## src/rtl/cos_pkg.sv

```systemverilog
// Shared constants and state encoding for Q16.16 trig helpers.
// Feature macro used by this slice: COS_RR_FAST_EN.
package cos_pkg;

    localparam int Q_W = 32;

    localparam logic [Q_W-1:0] TWO_PI_Q16  = 32'd411775;
    localparam logic [Q_W-1:0] PI_Q16      = 32'd205887;
    localparam logic [Q_W-1:0] HALF_PI_Q16 = 32'd102944;

    typedef enum logic [1:0] {
        ST_IDLE   = 2'd0,
        ST_REDUCE = 2'd1,
        ST_FOLD   = 2'd2,
        ST_DONE   = 2'd3
    } rr_state_t;

endpackage

```

## src/rtl/cos_quadrant_fold.sv

```systemverilog
// Folds an angle in [0, 2pi) to [0, pi/2] plus a cosine negate flag.
// Purely combinational.
module cos_quadrant_fold
    import cos_pkg::*;
(
    input  logic [Q_W-1:0] rem,
    output logic [Q_W-1:0] angle,
    output logic           neg
);

    logic [Q_W-1:0] r;

    always_comb begin
        r     = rem;
        angle = '0;
        neg   = 1'b0;
        if (r > PI_Q16) r = TWO_PI_Q16 - r;
        if (r > HALF_PI_Q16) begin
            angle = PI_Q16 - r;
            neg   = 1'b1;
        end else begin
            angle = r;
        end
    end

endmodule

```

## src/rtl/cos_range_reduce.sv

```systemverilog
// Reduces a signed Q16.16 angle to [0, pi/2] with a cosine negate flag.
// Optional COS_RR_FAST_EN: operands already below 2pi skip REDUCE.
module cos_range_reduce
    import cos_pkg::*;
#(
    parameter int RED_STEPS = 14
) (
    input  logic                  clk,
    input  logic                  rst_n,
    input  logic                  in_valid,
    output logic                  in_ready,
    input  logic signed [Q_W-1:0] x_in,
    output logic                  out_valid,
    input  logic                  out_ready,
    output logic [Q_W-1:0]        angle_out,
    output logic                  neg
);

    localparam int SW = (RED_STEPS > 1) ? $clog2(RED_STEPS) : 1;
    localparam int CW = Q_W + RED_STEPS;

    rr_state_t      state, state_n;
    logic [Q_W-1:0] rem, rem_n;
    logic [SW-1:0]  step, step_n;
    logic [Q_W-1:0] angle_n;
    logic           neg_n;

    logic [Q_W-1:0] x_abs;
    logic [CW-1:0]  cmp;
    logic [Q_W-1:0] f_angle;
    logic           f_neg;

    // Two's-complement magnitude; 0x8000_0000 maps to 2^31 unsigned.
    assign x_abs = x_in[Q_W-1] ? (~$unsigned(x_in) + 32'd1)
                               : $unsigned(x_in);

    assign cmp = {{RED_STEPS{1'b0}}, TWO_PI_Q16} << step;

    assign in_ready  = (state == ST_IDLE);
    assign out_valid = (state == ST_DONE);

    cos_quadrant_fold u_fold (
        .rem   (rem),
        .angle (f_angle),
        .neg   (f_neg)
    );

    always_comb begin
        state_n = state;
        rem_n   = rem;
        step_n  = step;
        angle_n = angle_out;
        neg_n   = neg;
        unique case (state)
            ST_IDLE: begin
                if (in_valid) begin
                    rem_n  = x_abs;
                    step_n = SW'(RED_STEPS - 1);
`ifdef COS_RR_FAST_EN
                    if (x_abs < TWO_PI_Q16) state_n = ST_FOLD;
                    else                    state_n = ST_REDUCE;
`else
                    state_n = ST_REDUCE;
`endif
                end
            end
            ST_REDUCE: begin
                if ({{RED_STEPS{1'b0}}, rem} >= cmp)
                    rem_n = rem - cmp[Q_W-1:0];
                if (step == '0) state_n = ST_FOLD;
                else            step_n  = step - 1'b1;
            end
            ST_FOLD: begin
                angle_n = f_angle;
                neg_n   = f_neg;
                state_n = ST_DONE;
            end
            ST_DONE: begin
                if (out_ready) state_n = ST_IDLE;
            end
            default: state_n = ST_IDLE;
        endcase
    end

    always_ff @(posedge clk or negedge rst_n) begin
        if (!rst_n) begin
            state     <= ST_IDLE;
            rem       <= '0;
            step      <= '0;
            angle_out <= '0;
            neg       <= 1'b0;
        end else begin
            state     <= state_n;
            rem       <= rem_n;
            step      <= step_n;
            angle_out <= angle_n;
            neg       <= neg_n;
        end
    end

endmodule

```

## config.mk

```make
export PLATFORM = sky130hd
export DESIGN_NAME = cos_range_reduce
export DESIGN_NICKNAME = d
export VERILOG_FILES = /design/src/rtl/cos_pkg.sv /design/src/rtl/cos_quadrant_fold.sv /design/src/rtl/cos_range_reduce.sv
export SDC_FILE = /design/constraint.sdc
export NUM_CORES = 1
export LEC_CHECK = 0
export ABC_AREA = 1
export CAP_MARGIN = 5
export CELL_PAD_IN_SITES_DETAIL_PLACEMENT = 1
export CELL_PAD_IN_SITES_GLOBAL_PLACEMENT = 1
export CORE_ASPECT_RATIO = 2
export CORE_MARGIN = 10
export CORE_UTILIZATION = 42
export CTS_BUF_LIST = sky130_fd_sc_hd__clkbuf_2 sky130_fd_sc_hd__clkbuf_4 sky130_fd_sc_hd__clkbuf_8
export CTS_CLUSTER_SIZE = 10
export DETAILED_ROUTE_END_ITERATION = 10
export HOLD_SLACK_MARGIN = 0.02
export PLACE_DENSITY = 0.9
export SKIP_CTS_REPAIR_TIMING = 1
export SLEW_MARGIN = 5
export SYNTH_ARGS = -nofsm -noshare
export SYNTH_HDL_FRONTEND = slang
export SYNTH_HIERARCHICAL = 1
export SYNTH_SLANG_ARGS = --single-unit
```

## constraint.sdc

```tcl
create_clock -name clk -period 3.45 [get_ports clk]
set_input_delay 0.8625 -clock clk [delete_from_list [all_inputs] [get_ports clk]]
set_output_delay 0.8625 -clock clk [all_outputs]
set_load 0.005 [all_outputs]
```

==> impl_metrics.py <==
metrics = {
    "critical_path": {
        "critPathMostFrequentCell": "nand2_1",
        "critical_path.max_stage_delay_ps": 390,
        "start_kind": "register",
        "critical_path_class": "reg2reg",
        "critPathMaxFanout": 17,
        "worstPathCellList": "inv_1 -> buf_4 -> ha_1 -> inv_1 -> buf_4 -> nor2_2 -> o22ai_2 -> ha_1 -> nand2_1 -> inv_1 -> nand2_1 -> nand2_1 -> inv_1 -> nand2_1 -> a21oi_2 -> nand2_2 -> nand2_1 -> nand2_2 -> nand2_4 -> buf_6 -> nand2_1 -> nand2_1",
        "worstPathRequired_ps": 3760,
        "path_buf_inv": 7,
        "cp_top_family": "simple AND/OR/NAND/NOR gates",
        "worstPathArrival_ps": 3740,
        "critPathCaptureType": "register",
        "slowest_stage": "dfrtp_1",
    },
    "grt": {
        "grt_max_degree": 45,
        "gr-total-overflow": 0,
        "first_global_vias": 12800,
        "grt_first_pass_wirelength_um": 63000,
        "track_usage_pct": 26.6,
        "antenna_found_initial": 1,
    },
    "cts": {
        "cts.path.max_buffers": 2,
        "numCtsBuffers": 9,
        "root_buffer": "clkbuf_8",
        "htreeDepth": 3,
        "cts_sinks": 71,
        "cts_tree": "yes",
        "clk_pin_slew_worst_paths_ps": 90,
        "worstSkewPairLatency_ps": 400,
    },
    "yosys": {
        "netlist_top_cells_area": "nand2_1 26%, dfrtp_1 19%, inv_1 9.9%",
        "synth_largest_area_cell": "nand2_1",
        "synth_edf_count": 0,
        "syn_area_sq_um": 9460,
        "synthDistinctLibCells": 49,
        "ys_seq_area_share_pct": 18.8,
        "synth-adder-area-share_pct": 6.43,
        "ys.flop_type": "dfrtp_1",
        "synth_nets": 1753,
        "synth-simple-area-share_pct": 48.1,
        "synthMuxAreaShare_pct": 4.03,
        "synthCells": 1669,
        "post_synth.cell_area_avg_sq_um": 5.67,
        "ys_seq_elements": 71,
        "synth_xor_xnor_area_share_pct": 2.86,
        "async_reset_ff_share_pct": 100,
        "yosysTopAreaCellShare_pct": 25.8,
        "yosysWarnings": 6,
        "synth_top_family_by_area": "simple AND/OR/NAND/NOR gates",
        "synth_compound_area_share_pct": 7.16,
    },
    "routing": {
        "vias": 11600,
        "via_per_inst": 5.50,
        "first_pass_iters": 5,
        "route.detailed.drc": 0,
        "postRouteAntennaNets": 0,
        "drt-wirelength-per-cell_um": 19.2,
        "wirelength_um": 40400,
        "drt_iter0_drc": 456,
    },
    "sta": {
        "fin_setup_tns_ps": 0,
        "finalCriticalPeriod_ps": 3430,
        "finalCritPeriodShare_pct": 99.4,
        "worst_slew_pin_slew_ps": 587,
        "maxSlewViolCount": 0,
        "slew_headroom_pct": 60.5,
        "clock_skew_ps": 18.6,
        "setup-violations-final": 0,
        "fin_ws_ps": 22.1,
        "fmax_ghz": 0.292,
        "hold_violations": 0,
    },
    "finish": {
        "drive_above_1_share_pct": 13.6,
        "area_delta_synth_final_pct": 22.3,
        "fin_nets": 1906,
        "fillCellCount": 3179,
        "multi_input_area_sq_um": 6650,
        "register_area_sq_um": 1780,
        "layout_common_cells": "648 x nand2_1, 249 x inv_1, 159 x nand3_1",
        "final_common_cell": "nand2_1",
    },
    "placed_design": {
        "dp_hpwl_um": 33500,
        "finalWeightedCongestion": 0.956,
        "port_buffers": 70,
        "pre_cts_slack_ps": -138,
    },
    "die": {
        "rows": 77,
        "start_util_pct": 42.7,
        "die_area_sq_um": 29300,
        "core_area_sq_um": 22200,
        "io_pins": 71,
        "die_x_um": 126,
        "die_y_um": 232,
    },
    "worst_hold_path": {
        "hold_path_class": "in2async",
    },
    "job": {
        "max_cap_viol_count": 0,
    },
    "run_status": {
        "status": "finished, final reports clean",
    },
}
==> flip-flops by register name, indices dropped and copies added, names as in the netlist <==
| signal | count |
|---|---|
| neg | 1 |
| angle_out | 32 |
| rem | 32 |
| step | 4 |
| state | 2 |
==> final timing paths <==
check                              startpoint             to  slack [ps]  cells past startpoint
worst max register to register        step[1]         rem[8]          20                     22
worst min register to register  angle_out[29]  angle_out[29]         510                      1
max in group asynchronous               rst_n        rem[23]        2450                      2
min in group clk                angle_out[29]  angle_out[29]         510                      1
worst max-delay path                  step[1]         rem[8]          20                     22
worst min-delay path                    rst_n         rem[0]         490                      2
==> metal layers <==
metal	wire length (um)	share of wire, %	global-route usage, %	up-vias
met5	0	0	0	-
met4	4530	11	27.1	0
met3	1180	2.9	2.90	205
met2	21800	54	51.7	317
met1	12800	32	21.8	5527
li1	-	-	-	5527
==> metrics by stage <==
stage               std cells  hold WS, ps  area (sq um)  utilization, %
CTS                      2099          505         11300            51.2
floorplan                1669          472          9460               -
global route             2104          525         11600            52.2
finish                   2104          493         11600            52.2
detailed placement       2083          499         11100            50.2
global placement         2083          489         11100            50.2
==> cells in the mapped netlist (13+ instances only) <==
cell type / count
ha_1: 47
nand3b_1: 13
nand2_2: 20
o21ai_0: 58
nand2_1: 650
nor2_1: 147
xor2_1: 23
inv_1: 250
dfrtp_1: 71
clkbuf_1: 13
nor3_1: 16
a21oi_1: 42
mux2_2: 33
nand4_1: 23
nand3_1: 159
==> final cells by class <==
type	instances	share of cell area (%)
multi-input combinational	1299	57.5
inverter	263	8.56
clock inverter	3	0.346
clock buffer	13	1.49
antenna	1	0.0216
timing repair buffer	178	13.8
tap	276	2.99
sequential	71	15.4
==> logic make-up after synthesis <==
| kind of cell | after synthesis |
|---|---|
| flops | 71 |
| fa+ha+maj | 48 |
| compound gates | 123 |
| xor+xnor | 30 |
| mux | 34 |
| buf+inv | 299 |
| simple gates | 1064 |
==> worst reg2reg max path: cells and delay by family (launching register included) <==
family | cells | cell delay, ps
buffers and inverters | 7 | 790
AO/OA/AOI/OAI | 2 | 520
AND/OR/NAND/NOR | 11 | 1110
adder cells (fa/ha/maj) | 2 | 540
flip-flops | 1 | 390
Power is not shown: default switching activity piles up to over one toggle a cycle in this logic, so the estimate is an artifact.
